===== config.mk =====
export PLATFORM = sky130hd
export DESIGN_NAME = arm7tdmi_decode
export DESIGN_NICKNAME = d
export VERILOG_FILES = /design/src/rtl/arm7tdmi_decode.sv
export SDC_FILE = /design/constraint.sdc
export NUM_CORES = 1
export LEC_CHECK = 0
export ABC_AREA = 0
export CORE_ASPECT_RATIO = 2
export CORE_UTILIZATION = 30
export DETAILED_ROUTE_END_ITERATION = 8
export DONT_BUFFER_PORTS = 1
export GPL_TIMING_DRIVEN = 0
export SYNTH_ARGS = -nofsm -noshare
export SYNTH_HDL_FRONTEND = slang
export SYNTH_SLANG_ARGS = --single-unit

===== constraint.sdc =====
create_clock -name clk -period 5.3 [get_ports clk]
set_input_delay 0.53 -clock clk [delete_from_list [all_inputs] [get_ports clk]]
set_output_delay 0.53 -clock clk [all_outputs]
set_load 0.1 [all_outputs]

===== src/rtl/arm7tdmi_decode.sv =====
// ARM7TDMI decode stage: classifies one ARM or Thumb instruction per cycle
// and registers the extracted operand fields with one cycle of latency.

package arm7tdmi_pkg;

    typedef enum logic [3:0] {
        COND_EQ, COND_NE, COND_CS, COND_CC, COND_MI, COND_PL, COND_VS, COND_VC,
        COND_HI, COND_LS, COND_GE, COND_LT, COND_GT, COND_LE, COND_AL, COND_NV
    } condition_t;

    typedef enum logic [3:0] {
        INSTR_DATA_PROC, INSTR_PSR_TRANSFER, INSTR_MUL, INSTR_MUL_LONG,
        INSTR_SINGLE_SWAP, INSTR_BRANCH_EX, INSTR_HALFWORD_DT, INSTR_SINGLE_DT,
        INSTR_BLOCK_DT, INSTR_BRANCH, INSTR_COPROCESSOR, INSTR_SWI
    } instr_type_t;

    typedef enum logic [3:0] {
        ALU_AND, ALU_EOR, ALU_SUB, ALU_RSB, ALU_ADD, ALU_ADC, ALU_SBC, ALU_RSC,
        ALU_TST, ALU_TEQ, ALU_CMP, ALU_CMN, ALU_ORR, ALU_MOV, ALU_BIC, ALU_MVN
    } alu_op_t;

    typedef enum logic [1:0] {
        SHIFT_LSL, SHIFT_LSR, SHIFT_ASR, SHIFT_ROR
    } shift_type_t;

    typedef enum logic [2:0] {
        CP_CDP, CP_MCR, CP_MRC, CP_LDC, CP_STC
    } cp_op_t;

    typedef enum logic [4:0] {
        THUMB_SHIFT, THUMB_ALU_IMM, THUMB_CMP_MOV_IMM, THUMB_ALU_REG,
        THUMB_ALU_HI, THUMB_PC_REL_LOAD, THUMB_LOAD_STORE_REG,
        THUMB_LOAD_STORE_IMM, THUMB_LOAD_STORE_HW, THUMB_LOAD_STORE_SP,
        THUMB_GET_REL_ADDR, THUMB_ADD_SP, THUMB_PUSH_POP,
        THUMB_LOAD_STORE_MULT, THUMB_SWI, THUMB_BRANCH_COND,
        THUMB_BRANCH_UNCOND, THUMB_BL_HIGH, THUMB_BL_LOW, THUMB_UNDEFINED
    } thumb_instr_type_t;

    typedef struct packed {
        condition_t        condition;
        instr_type_t       instr_type;
        alu_op_t           alu_op;
        logic [3:0]        rd;
        logic [3:0]        rn;
        logic [3:0]        rm;
        logic [11:0]       immediate;
        logic              imm_en;
        logic              set_flags;
        shift_type_t       shift_type;
        logic [4:0]        shift_amount;
        logic              shift_reg;
        logic [3:0]        shift_rs;
        logic              is_branch;
        logic              branch_link;
        logic [23:0]       branch_offset;
        logic              is_memory;
        logic              mem_load;
        logic              mem_byte;
        logic              mem_pre;
        logic              mem_up;
        logic              mem_writeback;
        logic              psr_to_reg;
        logic              psr_spsr;
        logic              psr_immediate;
        cp_op_t            cp_op;
        logic [3:0]        cp_num;
        logic [3:0]        cp_rd;
        logic [3:0]        cp_rn;
        logic [2:0]        cp_opcode1;
        logic [2:0]        cp_opcode2;
        logic              cp_load;
        thumb_instr_type_t thumb_instr_type;
        logic [2:0]        thumb_rd;
        logic [2:0]        thumb_rs;
        logic [2:0]        thumb_rn;
        logic [7:0]        thumb_imm8;
        logic [7:0]        thumb_offset8;
        logic [4:0]        thumb_imm5;
        logic [10:0]       thumb_offset11;
    } decode_t;

endpackage

module arm7tdmi_decode
    import arm7tdmi_pkg::*;
(
    input  logic              clk,
    input  logic              rst_n,
    input  logic [31:0]       instruction,
    input  logic [31:0]       pc_in,
    input  logic              instr_valid,
    input  logic              stall,
    input  logic              flush,
    input  logic              thumb_mode,
    output condition_t        condition,
    output instr_type_t       instr_type,
    output alu_op_t           alu_op,
    output logic [3:0]        rd,
    output logic [3:0]        rn,
    output logic [3:0]        rm,
    output logic [11:0]       immediate,
    output logic              imm_en,
    output logic              set_flags,
    output shift_type_t       shift_type,
    output logic [4:0]        shift_amount,
    output logic              shift_reg,
    output logic [3:0]        shift_rs,
    output logic              is_branch,
    output logic              branch_link,
    output logic [23:0]       branch_offset,
    output logic              is_memory,
    output logic              mem_load,
    output logic              mem_byte,
    output logic              mem_pre,
    output logic              mem_up,
    output logic              mem_writeback,
    output logic              psr_to_reg,
    output logic              psr_spsr,
    output logic              psr_immediate,
    output cp_op_t            cp_op,
    output logic [3:0]        cp_num,
    output logic [3:0]        cp_rd,
    output logic [3:0]        cp_rn,
    output logic [2:0]        cp_opcode1,
    output logic [2:0]        cp_opcode2,
    output logic              cp_load,
    output thumb_instr_type_t thumb_instr_type,
    output logic [2:0]        thumb_rd,
    output logic [2:0]        thumb_rs,
    output logic [2:0]        thumb_rn,
    output logic [7:0]        thumb_imm8,
    output logic [7:0]        thumb_offset8,
    output logic [4:0]        thumb_imm5,
    output logic [10:0]       thumb_offset11,
    output logic [31:0]       pc_out,
    output logic              decode_valid
);

    logic [31:0]       ins;
    logic [15:0]       hw;
    instr_type_t       arm_cls;
    thumb_instr_type_t thm_cls;
    logic              opnd;
    logic              mem;
    decode_t           dec_d;
    decode_t           dec_q;
    logic [31:0]       pc_q;
    logic              valid_q;

    assign ins = instruction;
    assign hw  = instruction[15:0];

    // ARM classes in priority order; the specific encodings sit inside
    // the broader data-processing space and must be matched first.
    always_comb begin
        arm_cls = INSTR_SWI;
        if (ins[27:4] == 24'h12FFF1)
            arm_cls = INSTR_BRANCH_EX;
        else if (ins[27:22] == 6'b000000 && ins[7:4] == 4'b1001)
            arm_cls = INSTR_MUL;
        else if (ins[27:23] == 5'b00001 && ins[7:4] == 4'b1001)
            arm_cls = INSTR_MUL_LONG;
        else if (ins[27:23] == 5'b00010 && ins[21:20] == 2'b00
                 && ins[11:4] == 8'h09)
            arm_cls = INSTR_SINGLE_SWAP;
        else if (ins[27:25] == 3'b000 && ins[7] && ins[4]
                 && ins[6:5] != 2'b00)
            arm_cls = INSTR_HALFWORD_DT;
        else if (ins[27:26] == 2'b00 && ins[24:23] == 2'b10 && !ins[20])
            arm_cls = INSTR_PSR_TRANSFER;
        else if (ins[27:26] == 2'b00)
            arm_cls = INSTR_DATA_PROC;
        else if (ins[27:26] == 2'b01)
            arm_cls = INSTR_SINGLE_DT;
        else if (ins[27:25] == 3'b100)
            arm_cls = INSTR_BLOCK_DT;
        else if (ins[27:25] == 3'b101)
            arm_cls = INSTR_BRANCH;
        else if (ins[27:25] == 3'b110 || ins[27:24] == 4'b1110)
            arm_cls = INSTR_COPROCESSOR;
    end

    always_comb begin
        thm_cls = THUMB_UNDEFINED;
        if (hw[15:11] == 5'b00011)
            thm_cls = THUMB_ALU_IMM;
        else if (hw[15:13] == 3'b000)
            thm_cls = THUMB_SHIFT;
        else if (hw[15:13] == 3'b001)
            thm_cls = THUMB_CMP_MOV_IMM;
        else if (hw[15:10] == 6'b010000)
            thm_cls = THUMB_ALU_REG;
        else if (hw[15:10] == 6'b010001)
            thm_cls = THUMB_ALU_HI;
        else if (hw[15:11] == 5'b01001)
            thm_cls = THUMB_PC_REL_LOAD;
        else if (hw[15:12] == 4'b0101)
            thm_cls = THUMB_LOAD_STORE_REG;
        else if (hw[15:13] == 3'b011)
            thm_cls = THUMB_LOAD_STORE_IMM;
        else if (hw[15:12] == 4'b1000)
            thm_cls = THUMB_LOAD_STORE_HW;
        else if (hw[15:12] == 4'b1001)
            thm_cls = THUMB_LOAD_STORE_SP;
        else if (hw[15:12] == 4'b1010)
            thm_cls = THUMB_GET_REL_ADDR;
        else if (hw[15:8] == 8'hB0)
            thm_cls = THUMB_ADD_SP;
        else if (hw[15:12] == 4'b1011 && hw[10:9] == 2'b10)
            thm_cls = THUMB_PUSH_POP;
        else if (hw[15:12] == 4'b1100)
            thm_cls = THUMB_LOAD_STORE_MULT;
        else if (hw[15:8] == 8'hDF)
            thm_cls = THUMB_SWI;
        else if (hw[15:12] == 4'b1101)
            thm_cls = THUMB_BRANCH_COND;
        else if (hw[15:11] == 5'b11100)
            thm_cls = THUMB_BRANCH_UNCOND;
        else if (hw[15:11] == 5'b11110)
            thm_cls = THUMB_BL_HIGH;
        else if (hw[15:11] == 5'b11111)
            thm_cls = THUMB_BL_LOW;
    end

    assign opnd = !(arm_cls inside {INSTR_BRANCH, INSTR_COPROCESSOR,
                                    INSTR_SWI});
    assign mem  = arm_cls inside {INSTR_SINGLE_DT, INSTR_BLOCK_DT,
                                  INSTR_HALFWORD_DT, INSTR_SINGLE_SWAP};

    always_comb begin
        dec_d = '0;
        if (!thumb_mode) begin
            dec_d.condition  = condition_t'(ins[31:28]);
            dec_d.instr_type = arm_cls;
            if (opnd) begin
                dec_d.rd           = ins[15:12];
                dec_d.rn           = ins[19:16];
                dec_d.rm           = ins[3:0];
                dec_d.immediate    = ins[11:0];
                dec_d.shift_type   = shift_type_t'(ins[6:5]);
                dec_d.shift_amount = ins[11:7];
                dec_d.shift_reg    = ins[4];
                dec_d.shift_rs     = ins[11:8];
            end
            if (mem) begin
                dec_d.is_memory     = 1'b1;
                dec_d.mem_load      = ins[20];
                dec_d.mem_byte      = ins[22];
                dec_d.mem_pre       = ins[24];
                dec_d.mem_up        = ins[23];
                dec_d.mem_writeback = ins[21];
            end
            unique case (arm_cls)
                INSTR_DATA_PROC: begin
                    dec_d.alu_op    = alu_op_t'(ins[24:21]);
                    dec_d.imm_en    = ins[25];
                    dec_d.set_flags = ins[20];
                end
                INSTR_MUL, INSTR_MUL_LONG: dec_d.set_flags = ins[20];
                INSTR_SINGLE_DT:   dec_d.imm_en = ~ins[25];
                INSTR_HALFWORD_DT: dec_d.imm_en = ins[22];
                INSTR_PSR_TRANSFER: begin
                    dec_d.psr_to_reg    = ~ins[21];
                    dec_d.psr_spsr      = ins[22];
                    dec_d.psr_immediate = ins[25];
                end
                INSTR_BRANCH_EX: dec_d.is_branch = 1'b1;
                INSTR_BRANCH: begin
                    dec_d.is_branch     = 1'b1;
                    dec_d.branch_link   = ins[24];
                    dec_d.branch_offset = ins[23:0];
                end
                INSTR_COPROCESSOR: begin
                    if (ins[27:25] == 3'b110)
                        dec_d.cp_op = ins[20] ? CP_LDC : CP_STC;
                    else if (!ins[4])
                        dec_d.cp_op = CP_CDP;
                    else
                        dec_d.cp_op = ins[20] ? CP_MRC : CP_MCR;
                    dec_d.cp_num     = ins[11:8];
                    dec_d.cp_rd      = ins[15:12];
                    dec_d.cp_rn      = ins[19:16];
                    dec_d.cp_opcode1 = ins[23:21];
                    dec_d.cp_opcode2 = ins[7:5];
                    dec_d.cp_load    = ins[20];
                end
                default: ;
            endcase
        end else begin
            dec_d.thumb_instr_type = thm_cls;
            dec_d.condition = (thm_cls == THUMB_BRANCH_COND)
                            ? condition_t'(hw[11:8]) : COND_AL;
            if (thm_cls inside {THUMB_CMP_MOV_IMM, THUMB_PC_REL_LOAD,
                                THUMB_LOAD_STORE_SP, THUMB_GET_REL_ADDR,
                                THUMB_LOAD_STORE_MULT})
                dec_d.thumb_rd = hw[10:8];
            else
                dec_d.thumb_rd = hw[2:0];
            dec_d.thumb_rs       = hw[5:3];
            dec_d.thumb_rn       = hw[8:6];
            dec_d.thumb_imm8     = hw[7:0];
            dec_d.thumb_offset8  = hw[7:0];
            dec_d.thumb_imm5     = hw[10:6];
            dec_d.thumb_offset11 = hw[10:0];
        end
    end

    always_ff @(posedge clk) begin
        if (rst_n) begin
            dec_q   <= '0;
            pc_q    <= '0;
            valid_q <= 1'b0;
        end else if (flush) begin
            valid_q <= 1'b0;
        end else if (!stall) begin
            dec_q   <= dec_d;
            pc_q    <= pc_in;
            valid_q <= instr_valid;
        end
    end

    assign condition        = dec_q.condition;
    assign instr_type       = dec_q.instr_type;
    assign alu_op           = dec_q.alu_op;
    assign rd               = dec_q.rd;
    assign rn               = dec_q.rn;
    assign rm               = dec_q.rm;
    assign immediate        = dec_q.immediate;
    assign imm_en           = dec_q.imm_en;
    assign set_flags        = dec_q.set_flags;
    assign shift_type       = dec_q.shift_type;
    assign shift_amount     = dec_q.shift_amount;
    assign shift_reg        = dec_q.shift_reg;
    assign shift_rs         = dec_q.shift_rs;
    assign is_branch        = dec_q.is_branch;
    assign branch_link      = dec_q.branch_link;
    assign branch_offset    = dec_q.branch_offset;
    assign is_memory        = dec_q.is_memory;
    assign mem_load         = dec_q.mem_load;
    assign mem_byte         = dec_q.mem_byte;
    assign mem_pre          = dec_q.mem_pre;
    assign mem_up           = dec_q.mem_up;
    assign mem_writeback    = dec_q.mem_writeback;
    assign psr_to_reg       = dec_q.psr_to_reg;
    assign psr_spsr         = dec_q.psr_spsr;
    assign psr_immediate    = dec_q.psr_immediate;
    assign cp_op            = dec_q.cp_op;
    assign cp_num           = dec_q.cp_num;
    assign cp_rd            = dec_q.cp_rd;
    assign cp_rn            = dec_q.cp_rn;
    assign cp_opcode1       = dec_q.cp_opcode1;
    assign cp_opcode2       = dec_q.cp_opcode2;
    assign cp_load          = dec_q.cp_load;
    assign thumb_instr_type = dec_q.thumb_instr_type;
    assign thumb_rd         = dec_q.thumb_rd;
    assign thumb_rs         = dec_q.thumb_rs;
    assign thumb_rn         = dec_q.thumb_rn;
    assign thumb_imm8       = dec_q.thumb_imm8;
    assign thumb_offset8    = dec_q.thumb_offset8;
    assign thumb_imm5       = dec_q.thumb_imm5;
    assign thumb_offset11   = dec_q.thumb_offset11;
    assign pc_out           = pc_q;
    assign decode_valid     = valid_q;

endmodule


==> results of run 1 <==
-- path summary, 6_finish.rpt --
kind / start / to / slack [ns] / depth (start not counted)
worst min-delay path: flush / decode_valid / 0.18 / 1
worst max register to register: thumb_imm8[0] / thumb_imm8[0] / 3.85 / 2
worst min register to register: pc_out[26] / pc_out[26] / 0.92 / 2
worst max-delay path: thumb_rs[1] / thumb_rs[1] / 2.83 / 1
-- cells by family (layout without fill, tap and decap cells) --
kind of cell	after synthesis	in the layout	share of synthesized area, %
compound gates	179	179	22.3
buf+inv	101	133	9.79
flops	143	143	49.7
mux	8	8	1.41
simple gates	213	213	16.8
-- synthesized netlist by cell type (2+ instances only) --
master	n
a21oi_1	60
or2_2	2
nand2b_1	2
or3_1	3
and3_1	3
inv_1	6
a21oi_2	2
nand4_1	4
o221ai_1	3
nand2_1	92
a22oi_1	42
nor3_1	11
a221oi_1	3
nand3_1	14
mux2i_1	7
clkbuf_1	37
a22o_1	42
buf_4	45
nand4b_1	3
nor2_1	60
buf_2	13
dfxtp_1	143
nor4_1	4
o21ai_1	3
nor2b_1	4
o21ai_0	7
-- per-stage QoR --
| step | cell area, sq um | util [%] |
|---|---|---|
| after floorplan | 5760 | - |
| after global placement | 6080 | 32.3 |
| after detailed placement | 6080 | 32.3 |
| after CTS | 6670 | 35.4 |
| after global routing | 6670 | 35.4 |
| final | 6670 | 35.4 |
-- area by class of cell --
class	count	area (sq um)
buffer	95	542
sequential	143	2860
clock inverter	15	158
inverter	6	22.5
tap	255	319
clock buffer	17	425
fill	2006	12200
multi-input combinational	400	2340
-- report_power, final --
group | leakage, nW | total, W | internal [W] | switching (W)
combinational | 1.06 | 0.000233 | 0.0000615 | 0.000172
clock | 0.282 | 0.00119 | 0.000698 | 0.000488
sequential | 1.16 | 0.00131 | 0.00110 | 0.000210
total | 2.50 | 0.00273 | 0.00186 | 0.000870
-- routing by layer --
metal	up-vias	part of all wire [%]	routed length (um)	GRT usage, %
met4	0	3.3	666	9.77
li1	2274	-	-	-
met1	2337	35	7080	20.5
met2	171	55	11100	37.7
met5	-	0	0	0
met3	33	6.1	1230	5.22
==> summary.md, run 1 <==
| Metric | Value |
|---|---|
| Post-CTS setup buffer count | 0 |
| Max reg flops | 32 |
| NumNets Final | 733 |
| N_diodes | 0 |
| WP data arrival | 1.94 ns |
| Worst-margin pin slew | 1.14 ns |
| Layout cells sized above 1 | 15.7% |
| Initial antenna violation count | 0 |
| Post_cts resized | 0 |
| Rows | 71 |
| Vias | 4815 |
| Clk Tree Root Cell | clkbuf_16 |
| Tightest Hold Check Type | in -> reg |
| Dpl ws | 2.64 ns |
| Initial drt markers | 209 |
| Synth area leader | dfxtp_1 |
| Final worst path period need | 2.47 ns |
| Die width | 100 um |
| WP buf/inv | 1 |
| Worst Clk Skew | 0 ns |
| Worst Setup Slack, final | 2.83 ns |
| Max transition margin | 24.1% |
| Port bufs | 0 |
| FF+latch count, synth | 143 |
| Most frequent cells in the layout | dfxtp_1, nand2_1, a21oi_1, nor2_1, buf_4 |
| Placed cells | 899 |
| CTS tree | yes |
| Area of the mapped netlist | 5760 sq um |
| Clock-pin slew on the worst setup and hold paths | 0.06 ns |
| Critical path cell sequence | buf_4 |
| Synth top area cells | dfxtp_1, a22o_1, nand2_1, buf_4, a22oi_1 |
| Synthesized area per cell | 8.95 sq um |
| Post-route insts no fill | 931 |
| Achievable frequency | 405 MHz |
| Hold WS | 0.182 ns |
| Syn Nets | 714 |
| RSZ-0062 raised after global routing | false |
| Final Max Tran Viols | 0 |
| Vias/cell | 5.17 |
| Starting Density | 30.6% |
| Sequential-to-total area share from yosys stat | 49.7% |
| Status | completed |
| Placer Congestion | 0.808 |
| Routed len/inst | 21.6 um |
| Clock Tree Buf Depth | 2 |
| P_leak | 2.50 nW |
| Commonest non-fill, non-tap cell in the layout | dfxtp_1 |
| Max Cap Viol | 0 |
| Synth unique cells | 55 |
| Detail Route Antenna Nets | 0 |
| DP HPWL | 15300 um |
| TritonRoute pass-1 iters | 4 |
| CP Launch Type | register |
| Warning count from the yosys run | 0 |
| H-tree depth | 4 |
| VDD IR-drop max | 0.203 mV |
| Synth-to-Final Area Change | 15.7% |
| Post-synth EDFFs | 0 |
| Gr ovfl total | 0 |
| Die height | 198 um |
| Crit path required time | 4.77 ns |
| Post-synth ARST share | 0% |
| CTS buffer count | 17 |
| Core region area | 18800 sq um |
| Pwr dens | 410 nW/um^2 |
| Gr usage total | 20.2% |
| Setup TNS | 0 ns |
| Drt drc | 0 |
| Number of global-route vias before repair | 4657 |
| Largest net degree at the start of global routing | 17 |
| Total Power | 0.00273 W |
| IO Pins | 256 |
| Die area | 19800 sq um |
| First-pass GRT wire length | 29100 um |
| Hold Violations, Final | 0 |
| Synth Flop Type | dfxtp_1 |
| Fin crit share | 46.6% |
| Hold-fix buffers at CTS | 0 |
| Total clock sinks | 143 |
| Area fraction of the dominant cell type after synthesis | 49.7% |
| Slowest-stage cell, CP | dfxtp_1 |
| CP delay by family, top | flip-flops |
| Synthesized instance count | 644 |
| Crit. End Element | output pin |
| Crit path largest cell delay | 1.07 ns |
| Routed Wire Length | 20100 um |
| Setup-failing EPs final | 0 |
| Max FO, Critical Path | 5 |
| Worst-skew pair later-pin latency | 0.41 ns |
| Setup CP Type | reg -> out |
No activity file was read; power rests on OpenSTA's default activity.
==> run 2: changes to the inputs <==
Clock period 5.3 ns to 2.3 ns, I/O delays scaled along.
==> run 2 against run 1 <==
Against the previous run:
- clock skew unchanged
- worst hold slack lost 0.16 ns
- core utilization rose by 2.7 points
- register-to-register slack worse by 3.5 ns
- flip-flop and latch count unchanged
- first-iteration DRC count is 11% higher
- power grew 130%
- clock power increased by 130%
- sequential power grew 130%
- largest power group unchanged
- highest routed layer unchanged
==> summary.md, run 2 (synthesis results as in run 1) <==
| Metric | Value |
|---|---|
| Port bufs | 0 (unchanged) |
| Setup CP Type | reg -> out |
| Setup slack, reg-to-reg | 0.39 ns (-3.46 ns) |
| Vias/cell | 5.19 (+0.42%) |
| Crit path required time | 2.07 ns (-2.70 ns) |
| Commonest non-fill, non-tap cell in the layout | dfxtp_1 |
| Max FO, Critical Path | 5 (unchanged) |
| Setup-failing EPs final | 0 (unchanged) |
| Rows | 71 (unchanged) |
| Core region area | 18800 sq um (unchanged) |
| Filler instances | 1967 (-1.9%) |
| CTS buffer count | 17 (unchanged) |
| Drt drc | 0 (unchanged) |
| TritonRoute pass-1 iters | 5 (+1) |
| P_leak | 2.71 nW (+8.5%) |
| WP data arrival | 1.94 ns (about the same) |
| Final worst path period need | 2.17 ns |
| VDD IR-drop max | 0.468 mV (+130%) |
| Initial drt markers | 233 (+11%) |
| Post-CTS setup buffer count | 0 (unchanged) |
| Worst r2r path cells | 3 (+1) |
| Placer Congestion | 0.808 (unchanged) |
| Critical path cell sequence | buf_4 |
| H-tree depth | 4 (unchanged) |
| Post-route insts no fill | 982 (+5.5%) |
| Worst reg2reg path endpoint | decode_valid |
| Routed Wire Length | 21200 um (+5.2%) |
| Hold-fix buffers at CTS | 50 (+50) |
| Total clock sinks | 143 (unchanged) |
| Worst Hold Path EP | thumb_rs[0] |
| Starting Density | 30.6% (unchanged) |
| Detail Route Antenna Nets | 0 (unchanged) |
| Synth-to-Final Area Change | 24.4% |
| Fin crit share | 94.3% |
| Vias | 5100 (+5.9%) |
| Post_cts resized | 0 (unchanged) |
| Gr ovfl total | 0 (unchanged) |
| Clk Tree Root Cell | clkbuf_16 |
| CP Launch Type | register |
| Initial antenna violation count | 1 (+1) |
| Slowest-stage cell, CP | dfxtp_1 |
| Worst-skew pair later-pin latency | 0.41 ns (about the same) |
| DP HPWL | 15300 um (unchanged) |
| CP delay by family, top | flip-flops |
| Pwr dens | 891 nW/um^2 (+120%) |
| Crit. End Element | output pin |
| Routed len/inst | 21.5 um (-0.23%) |
| Number of global-route vias before repair | 4919 (+5.6%) |
| IO Pins | 256 (unchanged) |
| Largest net degree at the start of global routing | 17 (unchanged) |
| First-pass GRT wire length | 30600 um (+5.1%) |
| Placed cells | 899 (unchanged) |
| R2r startpoint | decode_valid |
| Status | completed |
| Final Max Tran Viols | 0 (unchanged) |
| Most frequent cells in the layout | dfxtp_1, nand2_1, a21oi_1, nor2_1, dlygate4sd3_1 |
| Clock Tree Buf Depth | 2 (unchanged) |
| Max transition margin | 23.8% (-0.32 points) |
| CTS tree | yes |
| Max reg flops | 32 (unchanged) |
| Die area | 19800 sq um (unchanged) |
| Clock-pin slew on the worst setup and hold paths | 0.06 ns (about the same) |
| Tightest Hold Check Type | in -> reg |
| Achievable frequency | 461 MHz |
| Hold Violations, Final | 0 (unchanged) |
| Worst Clk Skew | 0 ns (unchanged) |
| Die width | 100 um (unchanged) |
| CP Depth | 1 (unchanged) |
| NumNets Final | 783 (+6.8%) |
| Max Cap Viol | 0 (unchanged) |
| WP buf/inv | 1 (unchanged) |
| Hold path depth | 2 (+1) |
| Setup TNS | 0 ns (unchanged) |
| Crit path largest cell delay | 1.07 ns (about the same) |
| Layout cells sized above 1 | 14.6% (-1.1 points) |
| Worst-margin pin slew | 1.14 ns (+0.00477 ns) |
| Die height | 198 um (unchanged) |
| Hold Path Origin | instruction[3] |
| Gr usage total | 21.3% (+1.0 points) |
| RSZ-0062 raised after global routing | false |
run 2: changes by cell type in the layout (fill, tap and decap cells not counted):
| cell | delta |
|---|---|
| diode_2 | +1 |
| dlygate4sd3_1 | +50 |
run 2: where the power goes:
group	switching [W]	leakage, nW	internal (W)
clock	0.00112	0.282	0.00161
combinational	0.000433	1.27	0.000198
sequential	0.000485	1.16	0.00254
run 2: through the flow:
step                setup slack (ns)  hold slack (ns)  area, sq um  total power [W]  utilization (%)
global route                  0.0670           0.0276         7170          0.00662             38.1
CTS                            0.107           0.0112         7170          0.00646             38.0
floorplan                      0.504            0.309         5760          0.00350                -
finish                         0.131           0.0265         7170          0.00638             38.1
global placement             -0.0461            0.311         6080          0.00361             32.3
detailed placement           -0.0589            0.316         6080          0.00362             32.3
run 2: final cells by class:
class,instances,area [sq um],share of cell area [%]
clock buffers,17,425,5.93
well taps,255,319,4.45
inverters,6,22.5,0.314
flip-flops and latches,143,2860,39.9
plain buffers,95,542,7.56
clock inverters,15,158,2.20
diodes,1,2.50,0.0349
multi-input cells,400,2340,32.6
repair buffers,50,500,6.98
run 2: metal layers:
layer  part of all wire, %  GRT usage (%)  wire (um)  up-vias
li1                      -              -          -     2377
met1                    35           21.4       7450     2496
met2                    56           39.9      11800      192
met3                   5.9           5.40       1250       35
met4                   3.2           10.3        676        0
met5                     0              0          0        -
run 2: worst max path at each step:
| stage | from | endpoint |
|---|---|---|
| after floorplan | instruction[26] | imm_en |
| after global placement | instruction[25] | branch_offset[21] |
| after detailed placement | instruction[25] | branch_offset[22] |
| after CTS | thumb_imm8[0] | thumb_offset11[0] |
| after global routing | thumb_rn[0] | thumb_offset11[6] |
| final | thumb_rs[1] | thumb_rs[1] |
